**config.mk**
```make
export PLATFORM = sky130hd
export DESIGN_NAME = simon_host_ctrl
export DESIGN_NICKNAME = d
export VERILOG_FILES = /design/src/rtl/simon_pkg.sv /design/src/rtl/simon_out_fifo.sv /design/src/rtl/simon_host_ctrl.sv
export SDC_FILE = /design/constraint.sdc
export NUM_CORES = 1
export LEC_CHECK = 0
export ABC_CLOCK_PERIOD_IN_PS = 26800
export BUFFER_PORTS_ARGS = -buffer_cell sky130_fd_sc_hd__buf_4
export CAP_MARGIN = 20
export CORE_AREA = 2 2 413 415
export CTS_BUF_LIST = sky130_fd_sc_hd__clkbuf_16
export CTS_CLUSTER_SIZE = 24
export DETAILED_ROUTE_END_ITERATION = 8
export DIE_AREA = 0 0 415 417
export SYNTH_ARGS = -nofsm -noshare
export SYNTH_HDL_FRONTEND = slang
export SYNTH_SLANG_ARGS = --single-unit
```
**constraint.sdc**
```tcl
create_clock -name clk -period 26.8 [get_ports clk]
set_clock_uncertainty 0.15 [all_clocks]
set_input_delay 5.36 -clock clk [delete_from_list [all_inputs] [get_ports clk]]
set_output_delay 5.36 -clock clk [all_outputs]
set_load 0.01 [all_outputs]
```
**src/rtl/simon_pkg.sv**
```systemverilog
// Shared defaults and FSM state encoding for the SIMON host controller.
package simon_pkg;

    localparam int unsigned SIMON_N     = 64;
    localparam int unsigned SIMON_M     = 4;
    localparam int unsigned SIMON_DEPTH = 2;

    typedef enum logic [2:0] {
        IDLE,
        KEY_REQ,
        DATA_REQ,
        BUSY,
        READ_OUT
    } state_e;

endpackage

```
**src/rtl/simon_out_fifo.sv**
```systemverilog
// Result buffer between the cipher core and the downstream stream.
// When full, a simultaneous pop frees the slot so a push in the same cycle still succeeds.
module simon_out_fifo #(
    parameter int unsigned WIDTH = 128,
    parameter int unsigned DEPTH = 2
) (
    input  logic             clk,
    input  logic             rst,
    input  logic             push_i,
    input  logic [WIDTH-1:0] push_data_i,
    output logic             push_ready_o,
    input  logic             pop_i,
    output logic             valid_o,
    output logic [WIDTH-1:0] pop_data_o
);

    localparam int unsigned AW = (DEPTH > 1) ? $clog2(DEPTH) : 1;
    localparam int unsigned CW = $clog2(DEPTH + 1);

    logic [WIDTH-1:0] mem_q [DEPTH];
    logic [AW-1:0]    wr_ptr_q, wr_ptr_d;
    logic [AW-1:0]    rd_ptr_q, rd_ptr_d;
    logic [CW-1:0]    count_q, count_d;
    logic             empty, full, do_push, do_pop;

    function automatic logic [AW-1:0] ptr_inc(input logic [AW-1:0] p);
        return (p == AW'(DEPTH - 1)) ? '0 : p + AW'(1);
    endfunction

    always_comb begin
        empty        = (count_q == '0);
        full         = (count_q == CW'(DEPTH));
        do_pop       = pop_i & ~empty;
        push_ready_o = ~full | do_pop;
        do_push      = push_i & push_ready_o;
        wr_ptr_d     = do_push ? ptr_inc(wr_ptr_q) : wr_ptr_q;
        rd_ptr_d     = do_pop ? ptr_inc(rd_ptr_q) : rd_ptr_q;
        count_d      = count_q + CW'(do_push) - CW'(do_pop);
        valid_o      = ~empty;
        pop_data_o   = empty ? '0 : mem_q[rd_ptr_q];
    end

    always_ff @(posedge clk or posedge rst) begin
        if (rst) begin
            wr_ptr_q <= '0;
            rd_ptr_q <= '0;
            count_q  <= '0;
        end else begin
            wr_ptr_q <= wr_ptr_d;
            rd_ptr_q <= rd_ptr_d;
            count_q  <= count_d;
        end
    end

    always_ff @(posedge clk) begin
        if (do_push) begin
            mem_q[wr_ptr_q] <= push_data_i;
        end
    end

endmodule

```
**src/rtl/simon_host_ctrl.sv**
```systemverilog
// Host-side controller: accepts keys and blocks, sequences the SIMON core handshakes,
// and buffers results for a downstream valid/ready stream.
module simon_host_ctrl
    import simon_pkg::*;
#(
    parameter int unsigned N     = SIMON_N,
    parameter int unsigned M     = SIMON_M,
    parameter int unsigned DEPTH = SIMON_DEPTH
) (
    input  logic           clk,
    input  logic           R,
    input  logic           key_valid,
    output logic           key_ready,
    input  logic [M*N-1:0] key_in,
    input  logic           mode_in,
    input  logic           in_valid,
    output logic           in_ready,
    input  logic [2*N-1:0] in_block,
    output logic           out_valid,
    input  logic           out_ready,
    output logic [2*N-1:0] out_block,
    output logic           newKey,
    output logic           newData,
    output logic           readData,
    output logic [M*N-1:0] key,
    output logic [2*N-1:0] inData,
    output logic           enc_dec,
    input  logic           loadKey,
    input  logic           loadData,
    input  logic           doneData,
    input  logic [2*N-1:0] outData,
    output logic [15:0]    blk_count
);

    state_e         state_q, state_d;
    logic           armed_q;
    logic           key_loaded_q, key_loaded_d;
    logic [M*N-1:0] key_q, key_d;
    logic           enc_dec_q, enc_dec_d;
    logic [2*N-1:0] in_data_q, in_data_d;
    logic           new_key_q, new_key_d;
    logic           new_data_q, new_data_d;
    logic           read_data_q, read_data_d;
    logic [15:0]    blk_count_q, blk_count_d;

    logic           fifo_push, fifo_can_push, fifo_pop;

    always_comb begin
        state_d      = state_q;
        key_loaded_d = key_loaded_q;
        key_d        = key_q;
        enc_dec_d    = enc_dec_q;
        in_data_d    = in_data_q;
        new_key_d    = new_key_q;
        new_data_d   = new_data_q;
        read_data_d  = read_data_q;
        fifo_push    = 1'b0;
        key_ready    = 1'b0;
        in_ready     = 1'b0;

        unique case (state_q)
            IDLE: begin
                // armed_q keeps requests off the first edge after reset release;
                // a pending key load masks in_ready so no block handshake is lost.
                key_ready = armed_q;
                in_ready  = armed_q & key_loaded_q & ~key_valid;
                if (armed_q && key_valid) begin
                    key_d     = key_in;
                    enc_dec_d = mode_in;
                    new_key_d = 1'b1;
                    state_d   = KEY_REQ;
                end else if (in_valid && in_ready) begin
                    in_data_d  = in_block;
                    new_data_d = 1'b1;
                    state_d    = DATA_REQ;
                end
            end
            KEY_REQ: begin
                if (loadKey) begin
                    new_key_d    = 1'b0;
                    key_loaded_d = 1'b1;
                    state_d      = IDLE;
                end
            end
            DATA_REQ: begin
                if (loadData) begin
                    new_data_d = 1'b0;
                    state_d    = BUSY;
                end
            end
            BUSY: begin
                if (doneData && fifo_can_push) begin
                    fifo_push   = 1'b1;
                    read_data_d = 1'b1;
                    state_d     = READ_OUT;
                end
            end
            READ_OUT: begin
                if (!doneData) begin
                    read_data_d = 1'b0;
                    state_d     = IDLE;
                end
            end
            default: state_d = IDLE;
        endcase
    end

    always_comb begin
        fifo_pop    = out_valid & out_ready;
        blk_count_d = blk_count_q + {15'd0, fifo_pop};
    end

    always_ff @(posedge clk or posedge R) begin
        if (R) begin
            state_q      <= IDLE;
            armed_q      <= 1'b0;
            key_loaded_q <= 1'b0;
            key_q        <= '0;
            enc_dec_q    <= 1'b0;
            in_data_q    <= '0;
            new_key_q    <= 1'b0;
            new_data_q   <= 1'b0;
            read_data_q  <= 1'b0;
            blk_count_q  <= '0;
        end else begin
            state_q      <= state_d;
            armed_q      <= 1'b1;
            key_loaded_q <= key_loaded_d;
            key_q        <= key_d;
            enc_dec_q    <= enc_dec_d;
            in_data_q    <= in_data_d;
            new_key_q    <= new_key_d;
            new_data_q   <= new_data_d;
            read_data_q  <= read_data_d;
            blk_count_q  <= blk_count_d;
        end
    end

    simon_out_fifo #(
        .WIDTH(2*N),
        .DEPTH(DEPTH)
    ) u_out_fifo (
        .clk         (clk),
        .rst         (R),
        .push_i      (fifo_push),
        .push_data_i (outData),
        .push_ready_o(fifo_can_push),
        .pop_i       (fifo_pop),
        .valid_o     (out_valid),
        .pop_data_o  (out_block)
    );

    assign newKey    = new_key_q;
    assign newData   = new_data_q;
    assign readData  = read_data_q;
    assign key       = key_q;
    assign enc_dec   = enc_dec_q;
    assign inData    = in_data_q;
    assign blk_count = blk_count_q;

endmodule

```
# [Word-level counts from Yosys, hierarchy flattened]
# Memories as Yosys holds them, arrays and structs flattened.
# Cells that the tools add are included.
[totals] memories=1 mem_bits_ro=0 mem_bits_rw=256 out_inout_bits=535 elab_cells=83 latchBits=0 inputBits=521 regBits=413
[mem_list] name="u_out_fifo.mem_q" words=2 width=128 read_ports=1 rd_ports_with_merged_regs=0 write_ports=1 line="simon_out_fifo.sv:20" rtl="logic [WIDTH-1:0] mem_q [DEPTH];"
[op_classes] n_mul=0 order_cmp=0 n_reduce_logical=15 muxes=26 n_eq_ne=13 div=0 n_addsub=5 shift=0 n_bitwise=10
[ops] op="$mux W128" count=1
[ops] op="$mux W3" count=6
[ops] op="$add A16 B1 Y16" count=1
[ops] op="$mux W1" count=15
[ops] op="$pmux W3 S5" count=1
[ops] op="$ne A2 B2 Y1 const B" count=7
[ops] op="$reduce_and A3 Y1" count=3
[ops] op="$eq A3 B2 Y1 const B" count=2
[ops] op="$pmux W1 S2" count=3
[ops] op="$reduce_bool A2 Y1" count=3
[ops] op="$and A1 B1 Y1" count=5
[ops] op="$reduce_and A5 Y1" count=1
[ops] op="$not A1 Y1" count=4
[ops] op="$reduce_and A2 Y1" count=2
[ops] op="$reduce_and A4 Y1" count=1
[ops] op="$eq A3 B1 Y1 const B" count=1
[ops] op="$eq A3 B3 Y1 const B" count=1
[ops] op="$logic_and A1 B1 Y1" count=3
[ops] op="$logic_not A3 Y1" count=1
[ops] op="$ne A3 B3 Y1 const B" count=1
[ops] op="$add A1 B1 Y1 const B" count=2
[ops] op="$add A2 B1 Y2" count=1
[ops] op="$eq A2 B2 Y1 const B" count=1
[ops] op="$logic_not A2 Y1" count=1
[ops] op="2 further kinds" count=2

# [Logic depth before layout (Yosys ltp)]
[logic_depth] depth_word=11 ltp_mapped=9

# [By module]
# From an unflattened synthesis, not the netlist that was laid out.
[unflattened] hier_cells=1473 area_unflattened_um2=25448.2
[modules_own_cells] module="simon_host_ctrl" cells_each=910 area_each_um2=15507.4 n_inst=1
[modules_own_cells] module="simon_out_fifo" cells_each=563 area_each_um2=9940.8 n_inst=1

# [Worst setup path before layout]
# Ideal clock, no wire load.
[synth_timing] path_type="input to register" from="in out_ready" to="mem u_out_fifo.mem_q[0][0], enable pin" stages=4 n_path_buf=0 setup_slack_ns=14.860 t_arrival_ns=11.173 cell_sequence="or3b_2 and2_1 nand4b_1 nor2_1"
[synth_between] elab_chain_len=9
[synth_rtl] element="from (decl)" line="simon_host_ctrl.sv:20" rtl="input logic out_ready,"
[synth_rtl] element="$and A1 B1 Y1 *" line="simon_host_ctrl.sv:109" rtl="fifo_pop = out_valid & out_ready;"
[synth_rtl] element="$and A1 B1 Y1 *" line="simon_out_fifo.sv:33" rtl="do_pop = pop_i & ~empty;"
[synth_rtl] element="$or A1 B1 Y1 *" line="simon_out_fifo.sv:34" rtl="push_ready_o = ~full | do_pop;"
[synth_rtl] element="$logic_and A1 B1 Y1" line="simon_host_ctrl.sv:92" rtl="if (doneData && fifo_can_push) begin"
[synth_rtl] element="$mux W1" line="simon_host_ctrl.sv:92"
[synth_rtl] element="$mux W1" line="simon_host_ctrl.sv:61" rtl="unique case (state_q)"
[synth_rtl] element="$and A1 B1 Y1 *" line="simon_out_fifo.sv:35" rtl="do_push = push_i & push_ready_o;"
[synth_rtl] element="$mux W1 *" line="simon_out_fifo.sv:56" rtl="if (do_push) begin"
[synth_rtl] element="$mux W1 (implied by the code) *" line="simon_out_fifo.sv:57" rtl="mem_q[wr_ptr_q] <= push_data_i;"
[synth_rtl] element="to (decl)" line="simon_out_fifo.sv:20"
# Mark *: on every way between the ends. The rest lies on a longest branch, timed or not.

# [Worst setup path in the final report]
[layout_timing] from="in key_valid" to="out in_ready"
[layout_between] elab_chain_len=3
[layout_rtl] element="from (decl)" line="simon_host_ctrl.sv:12" rtl="input logic key_valid,"
[layout_rtl] element="$not A1 Y1" line="simon_host_ctrl.sv:66" rtl="in_ready = armed_q & key_loaded_q & ~key_valid;"
[layout_rtl] element="$and A1 B1 Y1" line="simon_host_ctrl.sv:66"
[layout_rtl] element="$mux W1" line="simon_host_ctrl.sv:61"
[layout_rtl] element="to (decl)" line="simon_host_ctrl.sv:17" rtl="output logic in_ready,"
# Every way passes these cells.

==> metrics.md <==
| Metric | Value |
|---|---|
| Antenna Violating Nets Remaining | `0` |
| Full die area | `173,000 sq um` |
| Commonest non-fill, non-tap cells in the layout | `buf_4, dfrtp_1, mux2_2` |
| Initial antenna violation count | `94` |
| Met2 wire len | `58.6 mm` |
| Pwr Total | `roughly 4.5 mW` |
| Sequential share of the synthesized area | `0.704` |
| RD Place Congestion | `0.896` |
| Placed insts | `4,700` |
| Worst EP arrival | `6.17 ns` |
| Reg2Reg Setup Slack | `between 20 and 25 ns` |
| Synth Flop Type | `dfrtp_1` |
| # nets final | `3,092` |
| Syn Nets | `2,009` |
| Hold Path End | `blk_count[15]` |
| PortBufs | `1,055` |
| DRC violations left | `0` |
| Worst r2r path cells | `6` |
| Final WL | `roughly 120 mm` |
| Leakage | `17.5 nW` |
| Max VDD drop | `between 0.06 and 0.07 mV` |
| H-tree lvl count | `3` |
| Setup tns final | `0 ns` |
| Number of synthesized flops with an enable pin | `~260` |
| 1st-pass router iterations | `4` |
| Gr usage total | `0.136` |
| DP HPWL | `99.0 mm` |
| Multi-input logic area | `7170 sq um` |
| Clk Latency, worst-skew pair | `0.68 ns` |
| Tmin final | `11.68 ns` |
| Area growth syn-to-layout | `51.2%` |
| Pwr Density | `117 nW/um^2` |
| Fmax | `85.6 MHz` |
| Post-CTS Setup Bufs | `0` |
| Reg area | `18,000 sq um` |
| #FFs+latches synth | `669` |
| Critical Path Sink Type | `primary output` |
| Placeable core region | `169,000 sq um` |
| DRT iter0 DRCs | `approximately 1,100` |
| Post-DR vias/cell | `3.59` |
| Status | `completed` |
| Share of layout cells above drive strength 1 | `0.603` |
| Worst hold margin | `approximately 0.33 ns` |
| Layout Cells excl Fill | `4,868` |
| Vias in the first global route | `17,800` |
| Die Height | `approximately 420 microns` |
| Mapped cell area | `between 20,000 and 30,000 sq um` |
| Num CTS Buffers | `83` |
| Critical path cell sequence | `buf_4 -> nor3_4 -> buf_4` |
| Largest net degree at the start of global routing | `164` |
| Post-CTS Hold Fix Bufs | `0` |
| Worst r2r src | `state_q[0]` |
| Most common cell after layout, fill and taps aside | `buf_4` |
| CTS tree | `done` |
| Critical path's top delay family | `buffers and inverters` |
| WP buf/inv | `2` |
| Avg WL per Cell | `25.2 microns` |
| Crit Path Max Fanout | `5` |
| Yosys warning total | `0` |
| Wl on met1 | `~47 mm` |
| Startpoint types | `input pin` |
| Worst stage delay on the critical path | `0.39 ns` |
| Die extent in x | `415 microns` |
| Slowest CP cell | `nor3_4` |
| Avg Inst Size Synth | `17.3 sq um` |
| Data required time of the worst path | `21.29 ns` |
| Gate count of the mapped netlist | `1,484` |
| # setup viols final | `0` |
| Max-slew headroom | `0.289` |
| Hold crit path type | `register to register` |
| Worst Min Path Start | `blk_count[15]` |
| Worst-Margin Slew | `roughly 1.1 ns` |
| Met3 WL | `12.8 mm` |
| Clock Root Buffer | `clkbuf_16` |
| Maxcap violations | `0` |
| Worst hold path stage count | `1` |
| Critical path type | `input pin to primary output` |
| First-pass GRT wire length | `160 mm` |
| Hold Vio Cnt, Final | `0` |
| Filler cell count | `17,800` |
| DR vias | `17,500` |
| Row count | `151` |
| Worst R2R End | `key[255]` |
| Max Slew Vio Count | `0` |
| Clock transition at path regs | `0.05 ns` |
| Unrepaired setup endpoints after global routing | `false` |
| DR top layer | `met5` |
| Post-cts sizing count | `0` |
| Total global routing overflow | `0` |
| # clock sinks | `roughly 670` |
| Most used cell along the critical path | `buf_4` |
| Crit share post-route | `0.436` |
| Clock buffer depth | `3` |
| Initial core utilization | `0.152` |
| I/O pin count | `1,056` |
| Fraction of registers with async set/reset | `0.617` |
| Yosys cell types | `42` |
## metal layers
| metal | vias to the layer above | global-route usage |
|---|---|---|
| li1 | 7556 | - |
| met1 | 8915 | 0.158 |
| met5 | - | 0 |
| met4 | 86 | 0.0380 |
| met3 | 260 | 0.0690 |
| met2 | 668 | 0.220 |
## worst register-to-register path: stages (launching register included)
cell	delay, ns
dfrtp_1	0.62
nor4b_4	0.14
nand2_8	0.41
buf_4	0.89
buf_4	0.91
buf_4	0.92
mux2_2	0.50
## through the flow
| stage | area (sq um) | util | setup slack (ns) |
|---|---|---|---|
| after floorplan | 25600 | - | 9.80 |
| after global placement | 36100 | 0.214 | 15.02 |
| after detailed placement | 36100 | 0.214 | 15.02 |
| after CTS | 38700 | 0.230 | 15.02 |
| after global routing | 38700 | 0.230 | 15.05 |
| final | 38700 | 0.230 | 15.12 |
## worst max-delay path by stage
stage               slack (ns)       end  depth (start not counted)  startpoint
finish                   15.12  in_ready                          3   key_valid
global route             15.05  in_ready                          3   key_valid
CTS                      15.02  in_ready                          3   key_valid
detailed placement       15.02  in_ready                          3   key_valid
global placement         15.02  in_ready                          3   key_valid
floorplan                 9.80   armed_q                          1           R
## Yosys cell counts (2+ instances only)
cell type	count	area share
a21oi_1	4	0.00078
and2_1	3	0.00073
buf_1	7	0.0010
buf_2	37	0.0072
buf_6	12	0.0053
clkbuf_1	17	0.0025
dfrtp_1	413	0.40
edfxtp_1	256	0.30
ha_1	4	0.0020
inv_1	10	0.0015
mux2_2	276	0.12
mux2_4	109	0.064
mux2i_1	129	0.050
nand2_1	15	0.0022
nand2_2	2	0.00049
nand3_1	6	0.0012
nand4_1	2	0.00049
nor2_1	135	0.020
nor3_1	4	0.00078
nor4_1	3	0.00073
or3b_2	3	0.0010
xnor2_1	11	0.0038
xor2_1	7	0.0024
## flip-flops by register name, indices dropped and copies added (netlist names)
name and flops:
key 256, u_out_fifo.mem_q 256, inData 128, blk_count 16, state_q 3, u_out_fifo.count_q 2, armed_q 1, enc_dec 1
key_loaded_q 1, newData 1, newKey 1, readData 1, u_out_fifo.rd_ptr_q 1, u_out_fifo.wr_ptr_q 1
## power breakdown
part / switching (mW) / leakage [nW] / internal [mW]
clock: 0.479 / 1.33 / 0.612
combinational: 0.884 / 8.85 / 0.917
sequential: 0.218 / 7.31 / 1.42
## cell type report
class | count | area share
sequential | 669 | 0.466
clock buffer | 84 | 0.0543
multi-input combinational | 731 | 0.185
antenna | 18 | 0.00116
tap | 2218 | 0.0717
timing repair buffer | 1072 | 0.208
clock inverter | 66 | 0.0128
inverter | 10 | 0.00116
## cells by family (layout without fill, tap and decap cells)
logic type / count (synthesis) / after routing / share of synthesized area
mux: 514 / 514 / 0.236
buf+inv: 84 / 1232 / 0.0178
compound gates: 9 / 9 / 0.00215
simple gates: 185 / 185 / 0.0321
xor+xnor: 18 / 18 / 0.00616
other cells: 1 / 19 / 0.000146
fa+ha+maj: 4 / 4 / 0.00195
flops: 669 / 669 / 0.704
Note: power is estimated with default switching activity, not from simulation.
